**config.mk**
```make
export PLATFORM = sky130hd
export DESIGN_NAME = axi_line_bridge
export DESIGN_NICKNAME = d
export VERILOG_FILES = /design/src/rtl/axi_pkg.sv /design/src/rtl/axi_wline_buf.sv /design/src/rtl/axi_line_bridge.sv
export SDC_FILE = /design/constraint.sdc
export NUM_CORES = 1
export LEC_CHECK = 0
export ABC_AREA = 1
export ABC_CLOCK_PERIOD_IN_PS = 1700
export CORE_AREA = 10 10 252 254
export DETAILED_ROUTE_END_ITERATION = 10
export DIE_AREA = 0 0 262 264
export GPL_ROUTABILITY_DRIVEN = 0
export SYNTH_ARGS = -nofsm -noshare
export SYNTH_HDL_FRONTEND = slang
export SYNTH_SLANG_ARGS = --single-unit
```
**constraint.sdc**
```tcl
create_clock -name aclk -period 1.7 [get_ports aclk]
set_input_delay 0.255 -clock aclk [delete_from_list [all_inputs] [get_ports aclk]]
set_output_delay 0.255 -clock aclk [all_outputs]
set_load 0.005 [all_outputs]
```
**src/rtl/axi_pkg.sv**
```systemverilog
// Shared AXI constants, bridge FSM state encoding and line-size helper for axi_line_bridge.
package axi_pkg;

  localparam logic [1:0] AXI_BURST_INCR = 2'b01;
  localparam logic [2:0] AXI_SIZE_8B    = 3'b011;
  localparam logic [1:0] AXI_RESP_OKAY  = 2'b00;

  localparam logic [2:0] StIdle   = 3'd0;
  localparam logic [2:0] StRdAddr = 3'd1;
  localparam logic [2:0] StRdData = 3'd2;
  localparam logic [2:0] StWr     = 3'd3;
  localparam logic [2:0] StWrResp = 3'd4;

  function automatic int unsigned line_bits(input int unsigned words);
    return words * 64;
  endfunction

endpackage

```
**src/rtl/axi_wline_buf.sv**
```systemverilog
// Writeback line buffer: loads a whole cache line, then presents it one 64-bit word per W beat.
module axi_wline_buf
  import axi_pkg::*;
#(
  parameter int unsigned LINE_WORDS = 4
) (
  input  logic                               aclk,
  input  logic                               aresetn,
  input  logic                               load,
  input  logic [line_bits(LINE_WORDS)-1:0]   line,
  input  logic                               advance,
  output logic [63:0]                        word,
  output logic                               last
);

  localparam int unsigned Bits = line_bits(LINE_WORDS);

  logic [Bits-1:0] line_q;
  logic [3:0]      cnt_q;

  always_ff @(posedge aclk) begin
    if (!aresetn) begin
      line_q <= '0;
      cnt_q  <= '0;
    end else if (load) begin
      line_q <= line;
      cnt_q  <= '0;
    end else if (advance) begin
      line_q <= {64'h0, line_q[Bits-1:64]};
      cnt_q  <= cnt_q + 4'd1;
    end
  end

  assign word = line_q[63:0];
  assign last = (cnt_q == 4'(LINE_WORDS - 1));

endmodule

```
**src/rtl/axi_line_bridge.sv**
```systemverilog
// Cache-line refill/writeback to AXI4 INCR burst master, one transaction outstanding.
// Define AXI_BRIDGE_RESP_CHECK_EN to enable sticky response/ID/burst-length error detection.
module axi_line_bridge
  import axi_pkg::*;
#(
  parameter int unsigned LINE_WORDS = 4,
  parameter logic [3:0]  AXI_ID     = 4'h0
) (
  input  logic                             aclk,
  input  logic                             aresetn,
  input  logic                             rd_req_valid,
  output logic                             rd_req_ready,
  input  logic [31:0]                      rd_req_addr,
  output logic                             rd_data_valid,
  output logic [63:0]                      rd_data,
  output logic                             rd_data_last,
  input  logic                             wr_req_valid,
  output logic                             wr_req_ready,
  input  logic [31:0]                      wr_req_addr,
  input  logic [line_bits(LINE_WORDS)-1:0] wr_req_line,
  output logic                             busy,
  output logic                             err,
  output logic [31:0]                      araddr,
  output logic [3:0]                       arid,
  output logic [7:0]                       arlen,
  output logic [2:0]                       arsize,
  output logic [1:0]                       arburst,
  output logic [1:0]                       arlock,
  output logic [3:0]                       arcache,
  output logic [2:0]                       arprot,
  output logic                             arvalid,
  input  logic                             arready,
  input  logic [3:0]                       rid,
  input  logic [63:0]                      rdata,
  input  logic [1:0]                       rresp,
  input  logic                             rlast,
  input  logic                             rvalid,
  output logic                             rready,
  output logic [31:0]                      awaddr,
  output logic [3:0]                       awid,
  output logic [7:0]                       awlen,
  output logic [2:0]                       awsize,
  output logic [1:0]                       awburst,
  output logic [1:0]                       awlock,
  output logic [3:0]                       awcache,
  output logic [2:0]                       awprot,
  output logic                             awvalid,
  input  logic                             awready,
  output logic [3:0]                       wid,
  output logic [63:0]                      wdata,
  output logic [7:0]                       wstrb,
  output logic                             wlast,
  output logic                             wvalid,
  input  logic                             wready,
  input  logic [3:0]                       bid,
  input  logic [1:0]                       bresp,
  input  logic                             bvalid,
  output logic                             bready
);

  localparam logic [31:0] AddrMask = ~((32'd1 << ($clog2(LINE_WORDS) + 3)) - 32'd1);
  localparam logic [3:0]  LastBeat = 4'(LINE_WORDS - 1);
  localparam logic [7:0]  BurstLen = 8'(LINE_WORDS - 1);

  logic [2:0]  state_q, state_d;
  logic [31:0] addr_q, addr_d;
  logic [3:0]  rd_cnt_q, rd_cnt_d;
  logic        aw_done_q, aw_done_d;
  logic        w_done_q, w_done_d;
  logic        aw_hs, w_hs, buf_load, buf_last, overrun;
  logic [63:0] buf_word;

  axi_wline_buf #(
    .LINE_WORDS (LINE_WORDS)
  ) u_wline_buf (
    .aclk    (aclk),
    .aresetn (aresetn),
    .load    (buf_load),
    .line    (wr_req_line),
    .advance (w_hs),
    .word    (buf_word),
    .last    (buf_last)
  );

  assign busy         = (state_q != StIdle);
  assign wr_req_ready = (state_q == StIdle);
  assign rd_req_ready = (state_q == StIdle) && !wr_req_valid;
  assign buf_load     = (state_q == StIdle) && wr_req_valid;

  assign arvalid = (state_q == StRdAddr);
  assign araddr  = addr_q;
  assign arid    = AXI_ID;
  assign arlen   = arvalid ? BurstLen : 8'h0;
  assign arsize  = AXI_SIZE_8B;
  assign arburst = AXI_BURST_INCR;
  assign arlock  = 2'b00;
  assign arcache = 4'h0;
  assign arprot  = 3'h0;

  assign rready        = (state_q == StRdData);
  assign rd_data_valid = rready && rvalid;
  assign rd_data       = rdata;
  assign rd_data_last  = rd_data_valid && rlast;

  // AW and W are tracked separately so either channel may complete first.
  assign awvalid = (state_q == StWr) && !aw_done_q;
  assign awaddr  = addr_q;
  assign awid    = AXI_ID;
  assign awlen   = awvalid ? BurstLen : 8'h0;
  assign awsize  = AXI_SIZE_8B;
  assign awburst = AXI_BURST_INCR;
  assign awlock  = 2'b00;
  assign awcache = 4'h0;
  assign awprot  = 3'h0;
  assign aw_hs   = awvalid && awready;

  assign wvalid = (state_q == StWr) && !w_done_q;
  assign wid    = AXI_ID;
  assign wdata  = buf_word;
  assign wstrb  = 8'hFF;
  assign wlast  = buf_last;
  assign w_hs   = wvalid && wready;

  assign bready = (state_q == StWrResp);

  always_comb begin
    state_d   = state_q;
    addr_d    = addr_q;
    rd_cnt_d  = rd_cnt_q;
    aw_done_d = aw_done_q;
    w_done_d  = w_done_q;
    case (state_q)
      StIdle: begin
        if (wr_req_valid) begin
          addr_d    = wr_req_addr & AddrMask;
          aw_done_d = 1'b0;
          w_done_d  = 1'b0;
          state_d   = StWr;
        end else if (rd_req_valid) begin
          addr_d   = rd_req_addr & AddrMask;
          rd_cnt_d = 4'd0;
          state_d  = StRdAddr;
        end
      end
      StRdAddr: if (arready) state_d = StRdData;
      StRdData: begin
        if (rvalid) begin
          rd_cnt_d = rd_cnt_q + 4'd1;
          if (rlast || overrun) state_d = StIdle;
        end
      end
      StWr: begin
        if (aw_hs) aw_done_d = 1'b1;
        if (w_hs && buf_last) w_done_d = 1'b1;
        if (aw_done_d && w_done_d) state_d = StWrResp;
      end
      StWrResp: if (bvalid) state_d = StIdle;
      default: state_d = StIdle;
    endcase
  end

  always_ff @(posedge aclk) begin
    if (!aresetn) begin
      state_q   <= StIdle;
      addr_q    <= '0;
      rd_cnt_q  <= '0;
      aw_done_q <= 1'b0;
      w_done_q  <= 1'b0;
    end else begin
      state_q   <= state_d;
      addr_q    <= addr_d;
      rd_cnt_q  <= rd_cnt_d;
      aw_done_q <= aw_done_d;
      w_done_q  <= w_done_d;
    end
  end

`ifdef AXI_BRIDGE_RESP_CHECK_EN
  logic err_q, r_bad, b_bad;

  // A full line of beats without rlast means the slave is overrunning the burst; bail out.
  assign overrun = (state_q == StRdData) && rvalid && !rlast && (rd_cnt_q == LastBeat);
  assign r_bad   = (state_q == StRdData) && rvalid &&
                   ((rresp != AXI_RESP_OKAY) || (rid != AXI_ID) ||
                    (rlast && (rd_cnt_q != LastBeat)));
  assign b_bad   = (state_q == StWrResp) && bvalid &&
                   ((bresp != AXI_RESP_OKAY) || (bid != AXI_ID));

  always_ff @(posedge aclk) begin
    if (!aresetn) begin
      err_q <= 1'b0;
    end else if (r_bad || b_bad || overrun) begin
      err_q <= 1'b1;
    end
  end

  assign err = err_q;
`else
  logic unused_resp;

  assign overrun     = 1'b0;
  assign err         = 1'b0;
  assign unused_resp = ^{rid, rresp, bid, bresp, rd_cnt_q, LastBeat};
`endif

endmodule

```
==> flow_summary.json <==
{
  "rrSetupSlack_ps": -130,
  "path_class": "reg2reg",
  "synth_seq_area_share": 0.427,
  "drc_errors": 0,
  "placedCellCount": 2819,
  "grt_overflow_total": 0,
  "p_sw_mw": 10.2,
  "rsz0062_at_grt": "true",
  "die_w_um": 262,
  "cts_tree": "done",
  "cpMaxStageDelayCell": "dfxtp_4",
  "syn_inst": 1780,
  "multi_input_comb_area_um2": 6480,
  "worst_ep_required_time_ps": 2100,
  "synth.distinct_cells": 30,
  "io_pins": 674,
  "synthesis.area_um2": 13700,
  "cts_root_buffer": "clkbuf_16",
  "dieHeight_um": 264,
  "critPathLaunchType": "flip-flop",
  "skew_ps": 17.6,
  "antenna_found_initial": 5,
  "leakagePower_nw": 9.08,
  "crit_fanout": 8,
  "cts_buffers": 37,
  "grt_first_pass_wirelength_um": 76500,
  "start_util": 0.234,
  "placed_cell_area_um2": 18000,
  "hold_viol_final": 0,
  "fin_ws_ps": -135,
  "cts_sinks": 292,
  "portBuffers": 452,
  "first_pass_iters": 5,
  "ir_worst_vdd_mv": 0.739,
  "drive_above_1_share": 0.282,
  "instances_no_fill": 3001,
  "clk_pin_slew_worst_paths_ps": 60,
  "area_growth_pct": 66.2,
  "synth_top_area_frac": 0.427,
  "crit_buf_inv": 5,
  "fin_crit_sh": 1.08,
  "rows": 89,
  "pwr-share-comb": 0.425,
  "ant_nets": 0,
  "seqPwrFrac": 0.312,
  "grt_max_degree": 61,
  "cp_common_cell": "nand2_8",
  "holdCritPathClass": "in2reg",
  "intPower_mw": 19.4,
  "drv_cap": 0,
  "clock_latency_ps": 540,
  "vias_per_cell": 4.52,
  "violations": "setup timing",
  "dp_hpwl_um": 37600,
  "grt_pass1_vias": 12700,
  "dieArea_um2": 69200,
  "setup_viol_count_final": 226,
  "synth_area_leaders": "dfxtp_1, nand2_1, buf_4, a21oi_1, a31oi_1",
  "grtUsageTotal": 0.141,
  "max_stage_delay_ps": 360,
  "fin_crit_ps": 1830,
  "power.total_mw": 29.6,
  "yosysTopAreaCell": "dfxtp_1",
  "synth_seq_cells": 292,
  "routed_wl_um": 61200,
  "synth_area_per_cell_um2": 7.68,
  "clockPowerShare": 0.264,
  "cts_buffer_depth": 3,
  "power_switching_share": 0.344,
  "power.density_cell_area_nw_per_um2": 1300,
  "final.setup.tns_ps": -9510,
  "cp_top_family": "buffers and inverters",
  "seqCellArea_um2": 5890,
  "nNetsFinal": 2607,
  "nFillCells": 5765,
  "arrival_ps": 2240,
  "critPathCaptureType": "flip-flop",
  "timing.fmax_mhz": 545,
  "drtIter0Drc": 907,
  "status": "finished with violations",
  "crit_path_cell_trace": "buf_6 > nor2_4 > nand2_4 > inv_4 > nand2_8 > nand2_8 > buf_12 > clkinv_16 > clkbuf_16 > nand2_2 > a31oi_1",
  "core_um2": 58500,
  "htreeDepth": 2,
  "holdBufCountCts": 0,
  "slew_viol_final": 0,
  "vias": 13600,
  "wl_per_cell_um": 20.4,
  "ys_warn_count": 0,
  "finalInstanceArea_um2": 22700
}
[area by class of cell]
class,count,area share
multi-input combinational,1159,0.285
tap,773,0.0425
timing repair inverter,9,0.00853
sequential,292,0.259
clock inverter,12,0.00462
antenna,1,0.000110
clock buffer,54,0.0481
timing repair buffer,653,0.340
inverter,48,0.0115
[state kept, by name (all words and copies together), names as in the netlist]
signal and flops:
u_wline_buf.line_q 256, aw_done_q 1, w_done_q 1, state_q 3, u_wline_buf.cnt_q 4, araddr 27
[worst paths after layout]
check	start	end	cells after the start
min	wr_req_line[215]	u_wline_buf.line_q[215]$_SDFFE_PN0P_	3
max reg2reg	state_q[0]$_SDFFE_PN0P_	u_wline_buf.line_q[122]$_SDFFE_PN0P_	11
min reg2reg	u_wline_buf.line_q[233]$_SDFFE_PN0P_	u_wline_buf.line_q[233]$_SDFFE_PN0P_	2
max	state_q[0]$_SDFFE_PN0P_	u_wline_buf.line_q[122]$_SDFFE_PN0P_	11
[kinds of logic (layout without fill, tap and decap cells)]
| logic type | after synthesis | count (layout) | share of synthesized area |
|---|---|---|---|
| buffers and inverters | 398 | 776 | 0.193 |
| flip-flops | 292 | 292 | 0.427 |
| AO/OA/AOI/OAI | 390 | 390 | 0.177 |
| other | 2 | 72 | 0.000549 |
| adder cells (fa/ha/maj) | 1 | 1 | 0.000915 |
| AND/OR/NAND/NOR | 697 | 697 | 0.201 |
[what timing repair did]
action | 4_1_cts | 5_1_grt
pin swaps | 39 | 102
hold endpoints to repair | 0 | 0
buffers inserted | 24 | 29
gates cloned | 13 | 57
setup endpoints to repair | 326 | 260
gates resized for setup | 227 | 423
[power by group through the flow]
stage / sequential, mW / combinational, mW / clock (mW)
global placement: 9.11 / 7.45 / 0
CTS: 9.06 / 8.06 / 8.04
floorplan: 8.87 / 4.84 / 0
global route: 9.36 / 13.4 / 8.31
detailed placement: 9.15 / 7.51 / 0
finish: 9.23 / 12.6 / 7.80
[through the flow]
step | util | hold WS [ps] | setup slack (ps)
after global placement | 0.308 | 448 | -61.4
final | 0.389 | 283 | -135
after CTS | 0.341 | 234 | -171
after global routing | 0.389 | 254 | -217
after detailed placement | 0.308 | 451 | -115
after floorplan | - | 376 | 157
[cell usage after synthesis]
cell type and count:
or2_2 27, nand2_1 603, nand2_4 1, nand4_1 1, a21oi_1 193, clkbuf_1 39
a22oi_2 28, inv_6 1, clkinv_1 1, nor3b_1 1, nor3_4 1, nor3_1 3
ha_1 1, inv_1 43, nor2_1 42, o21ai_2 1, nand3_1 14, conb_1 2
buf_4 262, buf_1 2, buf_6 13, nor2_4 1, inv_2 3, nand2_2 3
dfxtp_1 292, a31oi_1 124, buf_8 2, o21ai_0 3, buf_2 32, a22oi_1 41
[cells in the final DEF, fill, tap and decap left out, drive strengths merged]
cell,count
nor2,43
buf,181
nand2,607
clkinv,14
nor3b,1
clkdlybuf4s50,351
nand3,14
a31oi,124
bufbuf,1
a22oi,69
clkinvlp,2
dlymetal6s2s,18
diode,1
conb,71
dfxtp,292
bufinv,1
or2,27
dlygate4sd2,67
nand4,1
clkbuf,89
inv,52
o21ai,4
nor3,4
a21oi,193
ha,1
[worst min-delay path, stage by stage]
cell	delay, ps
clkdlybuf4s50_1	400
nand2_1	60
a21oi_1	50
[metal layers]
| metal | track usage | share of wire |
|---|---|---|
| met1 | 0.167 | 0.41 |
| met5 | 0 | 0.00090 |
| met4 | 0.0402 | 0.024 |
| met2 | 0.237 | 0.48 |
| met3 | 0.0492 | 0.081 |
No activity file was read; power rests on OpenSTA's default activity.
==> RTL change 1 (config.mk and constraints unchanged) <==
`addr_q` no longer has a reset.
--- a/src/rtl/axi_line_bridge.sv
+++ b/src/rtl/axi_line_bridge.sv
@@ -162,17 +162,19 @@
   always_ff @(posedge aclk) begin
     if (!aresetn) begin
       state_q   <= StIdle;
-      addr_q    <= '0;
       rd_cnt_q  <= '0;
       aw_done_q <= 1'b0;
       w_done_q  <= 1'b0;
     end else begin
       state_q   <= state_d;
-      addr_q    <= addr_d;
       rd_cnt_q  <= rd_cnt_d;
       aw_done_q <= aw_done_d;
       w_done_q  <= w_done_d;
     end
+  end
+
+  always_ff @(posedge aclk) begin
+    addr_q <= addr_d;
   end
 
 `ifdef AXI_BRIDGE_RESP_CHECK_EN
Behaviour: not the same (a bounded check fails within 4 cycles, from zero or initial values and one cycle with aresetn low).
==> RTL change 1 against the unedited design <==
- the run still ends with setup timing left
- count of clock-buffer cells in the layout down 4
- final area down 12%
- non-clock buffer count down 62
- clock power down 2%
- synthesized area down 3.2%
- sequential cell count unchanged
- first-iteration DRC count down 6.2%
- total power down 8.6%
- setup slack better by 50 ps
- largest power group unchanged
- routed wire length down 12%
- die area unchanged
==> RTL change 1: results (changes against the unedited design) <==
[placed_design]
place_ws_ps=-241.4  ; -126.0 ps
placed_area_um2=17550  ; -2.6%
dp_hpwl_mm=36.67  ; -2.5%
dp.cells=2716  ; -3.7%

[synth]
ys_seq_area_frac=0.4618  ; +0.03442
syn_inst=1685  ; -5.3%
synthTopCellsByCount=nand2_1 (652), buf_4 (271), dfxtp_1 (265), a21oi_1 (142), a31oi_1 (120)
synth_edf_count=27  ; +27
yosysUniqueCellTypes=25  ; -17%
synth-compound-area-share=0.1530  ; -0.02414

[setup_path]
crit_family=flip-flops
crit_path_start=state_q[2]
endpoint=rd_data_last
path_max_fanout=5  ; -3
worstReg2RegEnd=u_wline_buf.line_q[44]
r2r_slack_ps=-30  ; +100 ps

[timing]
fin_ws_ps=-84.21  ; +50.48 ps
hold_ws_ps=279.7  ; -2.902 ps
setup_viol=59  ; -74%
setup_tns_ps=-1053  ; +8455 ps
fin_skew_ps=15.23  ; -2.346 ps

[clocking]
postCtsSetupBuffers=16  ; -33%
cts_buffers=35  ; -5.4%
cts-resized-gates=144  ; -37%

[layout]
buffers=591  ; -9.5%
multi_input_comb_cells=1101  ; -5.0%
stdcell_count=2841  ; -5.3%
drive_gt1_frac=0.1301  ; -0.1514
final-clk-cell-share=0.05848  ; +0.005805
multi_input_area_share=0.2580  ; -0.02699
n_all_inverters=21  ; -63%
fillCellCount=6043  ; +4.8%
buffer_area_frac=0.3236  ; -0.01679
finalNetCount=2449  ; -6.1%

[global_routing]
track_usage=0.1295  ; -0.01199
grt_pass1_vias=12080  ; -4.9%
grt_pass1_wl_mm=71.15  ; -7.0%
grt_max_degree=58  ; -4.9%
antenna_found_initial=2  ; -3

[worst_hold_path]
hold-path-endpoint=u_wline_buf.line_q[227]
hold_start=wr_req_line[227]

[pwr]
p_per_area_nw_per_um2=1348  ; +3.5%
total_leakage_power_nw=7.568  ; -17%

[run_status]
violations=setup timing
run_status=complete, but fails checks

[drt]
routed_wl_mm=53.89  ; -12%
vias_per_cell=4.366  ; -3.5%

RTL change 1: cell count changes after synthesis, sizes merged, moves of 6 or more:
cell    unedited run  this run
or2               27         0
dfxtp            292       265
nor2              43        19
edfxtp             0        27
nand2            607       656
clkbuf            39        33
inv               47        20
a21oi            193       142
nand3             14         7
RTL change 1: layer usage:
layer / track usage / wire [um]
met5: 0.008766 / 95
met4: 0.03806 / 1145
met3: 0.04128 / 4243
met2: 0.2261 / 26760
met1: 0.1469 / 21640
RTL change 1: cell families (layout without fill, tap and decap cells):
| family | Yosys count | in the layout |
|---|---|---|
| AO/OA/AOI/OAI | 339 | 339 |
| adder cells (fa/ha/maj) | 1 | 1 |
| buffers and inverters | 361 | 674 |
| flip-flops | 292 | 292 |
| other | 2 | 72 |
| AND/OR/NAND/NOR | 690 | 690 |
RTL change 1: where the power goes:
part | internal (mW) | leakage, nW | switching [mW]
logic | 5.30 | 4.55 | 4.90
clock network | 4.66 | 0.579 | 2.99
registers | 8.42 | 2.44 | 0.799
==> RTL change 2 (same settings) <==
Made on the original files. The option `AXI_BRIDGE_RESP_CHECK_EN` is turned on by a define.
--- a/src/rtl/axi_line_bridge.sv
+++ b/src/rtl/axi_line_bridge.sv
@@ -1,5 +1,7 @@
 // Cache-line refill/writeback to AXI4 INCR burst master, one transaction outstanding.
 // Define AXI_BRIDGE_RESP_CHECK_EN to enable sticky response/ID/burst-length error detection.
+`define AXI_BRIDGE_RESP_CHECK_EN
+
 module axi_line_bridge
   import axi_pkg::*;
 #(
Formal check against the unedited RTL: not equivalent (Yosys sat finds a counterexample within 4 cycles, from zero or initial values and one cycle with aresetn low).
==> RTL change 2 against the unedited design <==
- via count is 3.2% lower
- critical path type is now reg2out
- sequential cell count rose by 5
- setup slack better by 49 ps
- synthesized area about the same
- routed wire length shrank 14%
- clock skew decreased by 4.0 ps
- total power fell by 7.8%
- the flow still finishes with violations (setup timing)
- register-to-register slack improved by 60 ps
- final area shrank 12%
==> RTL change 2: results (changes against the unedited design) <==
[pwr]
total_leakage_power_nw=7.559  ; -17%
ir_drop_v=0.0006362  ; -14%
sw_frac_of_total=0.3368  ; -0.006792

[synth]
synth-compound-area-share=0.1442  ; -0.03301
synth_fa_ha_area_frac=0.001831  ; +0.0009161
synthTopCellsByCount=nand2_1 (770), dfxtp_1 (297), buf_4 (246), a31oi_1 (180), a21oi_1 (113)
yosysUniqueCellTypes=32  ; +6.7%
ys.flop_type=dfxtp_1
yosys.area_share.xor_xnor=0.0006408  ; +0.0006408
synth_mux_area_frac=0  ; unchanged
synth_area_leaders=dfxtp_1 (44%), nand2_1 (21%), buf_4 (14%)
synth_async_sr_flop_share=0  ; unchanged
yosysWarnings=0  ; unchanged
ys_seq_area_frac=0.4350  ; +0.007636
synth_area_per_cell_um2=7.290  ; -5.1%

[setup_path]
ff2ff_path_depth=11  ; unchanged
path_max_fanout=5  ; -3
worstPathArrival_ps=1530  ; -710 ps
r2r_slack_ps=-70  ; +60 ps

[clocking]
clkTransAtPathRegs_ps=60  ; about the same
worstSkewPairLatency_ps=520  ; -20 ps
cts_buffers=36  ; -2.7%
clockBufferDepth=3  ; unchanged
cts_max_level=2  ; unchanged
cts-root-buf=clkbuf_16

[placed_design]
dp.cells=2921  ; +3.6%
place_ws_ps=-217.2  ; -101.8 ps
dp_hpwl_mm=38.32  ; +1.9%
io_buffers=465  ; +2.9%
placed_area_um2=18150  ; +0.76%

[worst_hold_path]
hp-class=in2reg
min_path_cells=3  ; unchanged

[layout]
stdcell_count=3010  ; +0.30%
largest_reg_flops=256  ; unchanged
fillCellCount=6190  ; +7.4%
drive_gt1_frac=0.1087  ; -0.1729
largest_register=u_wline_buf.line_q
finalNetCount=2623  ; +0.61%

[drt]
dr.max_layer_used=met5
dr_total_vias=13140  ; -3.2%
met2_wirelength_mm=24.95  ; -16%
wl_per_cell_um=17.43  ; -15%
wl_met3_mm=5.380  ; +8.0%
drt_iter0_drc=826  ; -8.9%
dr.pass1.iters=5  ; unchanged
wl_met1_mm=21.19  ; -15%

[timing]
fin_skew_ps=13.55  ; -4.026 ps
drv_slew=0  ; unchanged
fin_ws_ps=-85.81  ; +48.88 ps
setup_tns_ps=-1864  ; +7643 ps
setup_viol=82  ; -64%

[global_routing]
grt_max_degree=55  ; -9.8%
grt_pass1_wl_mm=75.88  ; -0.77%
track_usage=0.1379  ; -0.003600
antenna_found_initial=2  ; -3

[flow_run]
cap_viol_max_count=0  ; unchanged

[run_status]
run_status=complete, but fails checks
violations=setup timing

RTL change 2: cell types whose count changed in the layout (fill, tap and decap cells not counted), sizes merged, moves of 18 or more:
cell,before,now
buf,181,124
dlygate4sd2,67,44
o21ai,4,34
a31oi,124,180
or2,27,2
nand2,607,772
dlymetal6s2s,18,0
nor2,43,24
clkbuf,89,59
a21oi,193,113
clkdlybuf4s50,351,406
a22oi,69,14
RTL change 2: logic make-up (layout without fill, tap and decap cells):
family	Yosys count	after routing
compound gates	341	341
xor+xnor	1	1
fa+ha+maj	2	2
buf+inv	400	693
flops	297	297
other cells	2	71
simple gates	832	832
RTL change 2: critical path: stages (launching register included):
cell and delay, ps:
dfxtp_4 380, buf_6 120, nor3_4 200, nand2_2 80, nor2_1 110, buf_2 120
RTL change 2: area by class of cell:
class,instances,area share
tap,773,0.04847
clock inverter,8,0.002383
timing repair inverter,1,0.0004389
sequential,297,0.2998
inverter,51,0.01147
clock buffer,51,0.05304
multi-input combinational,1246,0.2833
timing repair buffer,582,0.3010
antenna,1,0.0001254
RTL change 2: final timing paths:
kind,from,endpoint
setup / recovery,state_q[2],rd_data_last
hold / removal,wr_req_line[242],u_wline_buf.line_q[242]
setup reg to reg,state_q[1],u_wline_buf.line_q[45]
hold reg to reg,u_wline_buf.line_q[225],u_wline_buf.line_q[225]
RTL change 2: per-layer routing:
metal	global-route usage	up-vias
met4	0.03029	2
met3	0.06025	64
met2	0.2306	494
met1	0.1595	6110
li1	-	6474
met5	0	-
RTL change 2: what timing repair did:
| action | 4_1_cts | 5_1_grt |
|---|---|---|
| pin swaps | 8 | 17 |
| setup buffers | 8 | 8 |
| endpoints found under the setup margin | 147 | 297 |
| gates resized for setup | 174 | 46 |
| cloned | 3 | 10 |
| hold endpoints to repair | 0 | 0 |
RTL change 2: power groups by stage:
stage	Combinational, mW	Clock [mW]	Sequential, mW
floorplan	5.43	0	9.36
global placement	9.10	0	9.59
detailed placement	9.23	0	9.62
CTS	9.59	7.50	9.56
global route	11.5	7.77	9.76
finish	10.5	7.26	9.56
RTL change 2: stage by stage:
stage,hold WS (ps),util
6_report,292.4,0.3413
5_1_grt,273.3,0.3413
4_1_cts,247.9,0.3338
3_5_place_dp,452.0,0.3104
3_3_place_gp,447.5,0.3104
2_1_floorplan,403.3,-
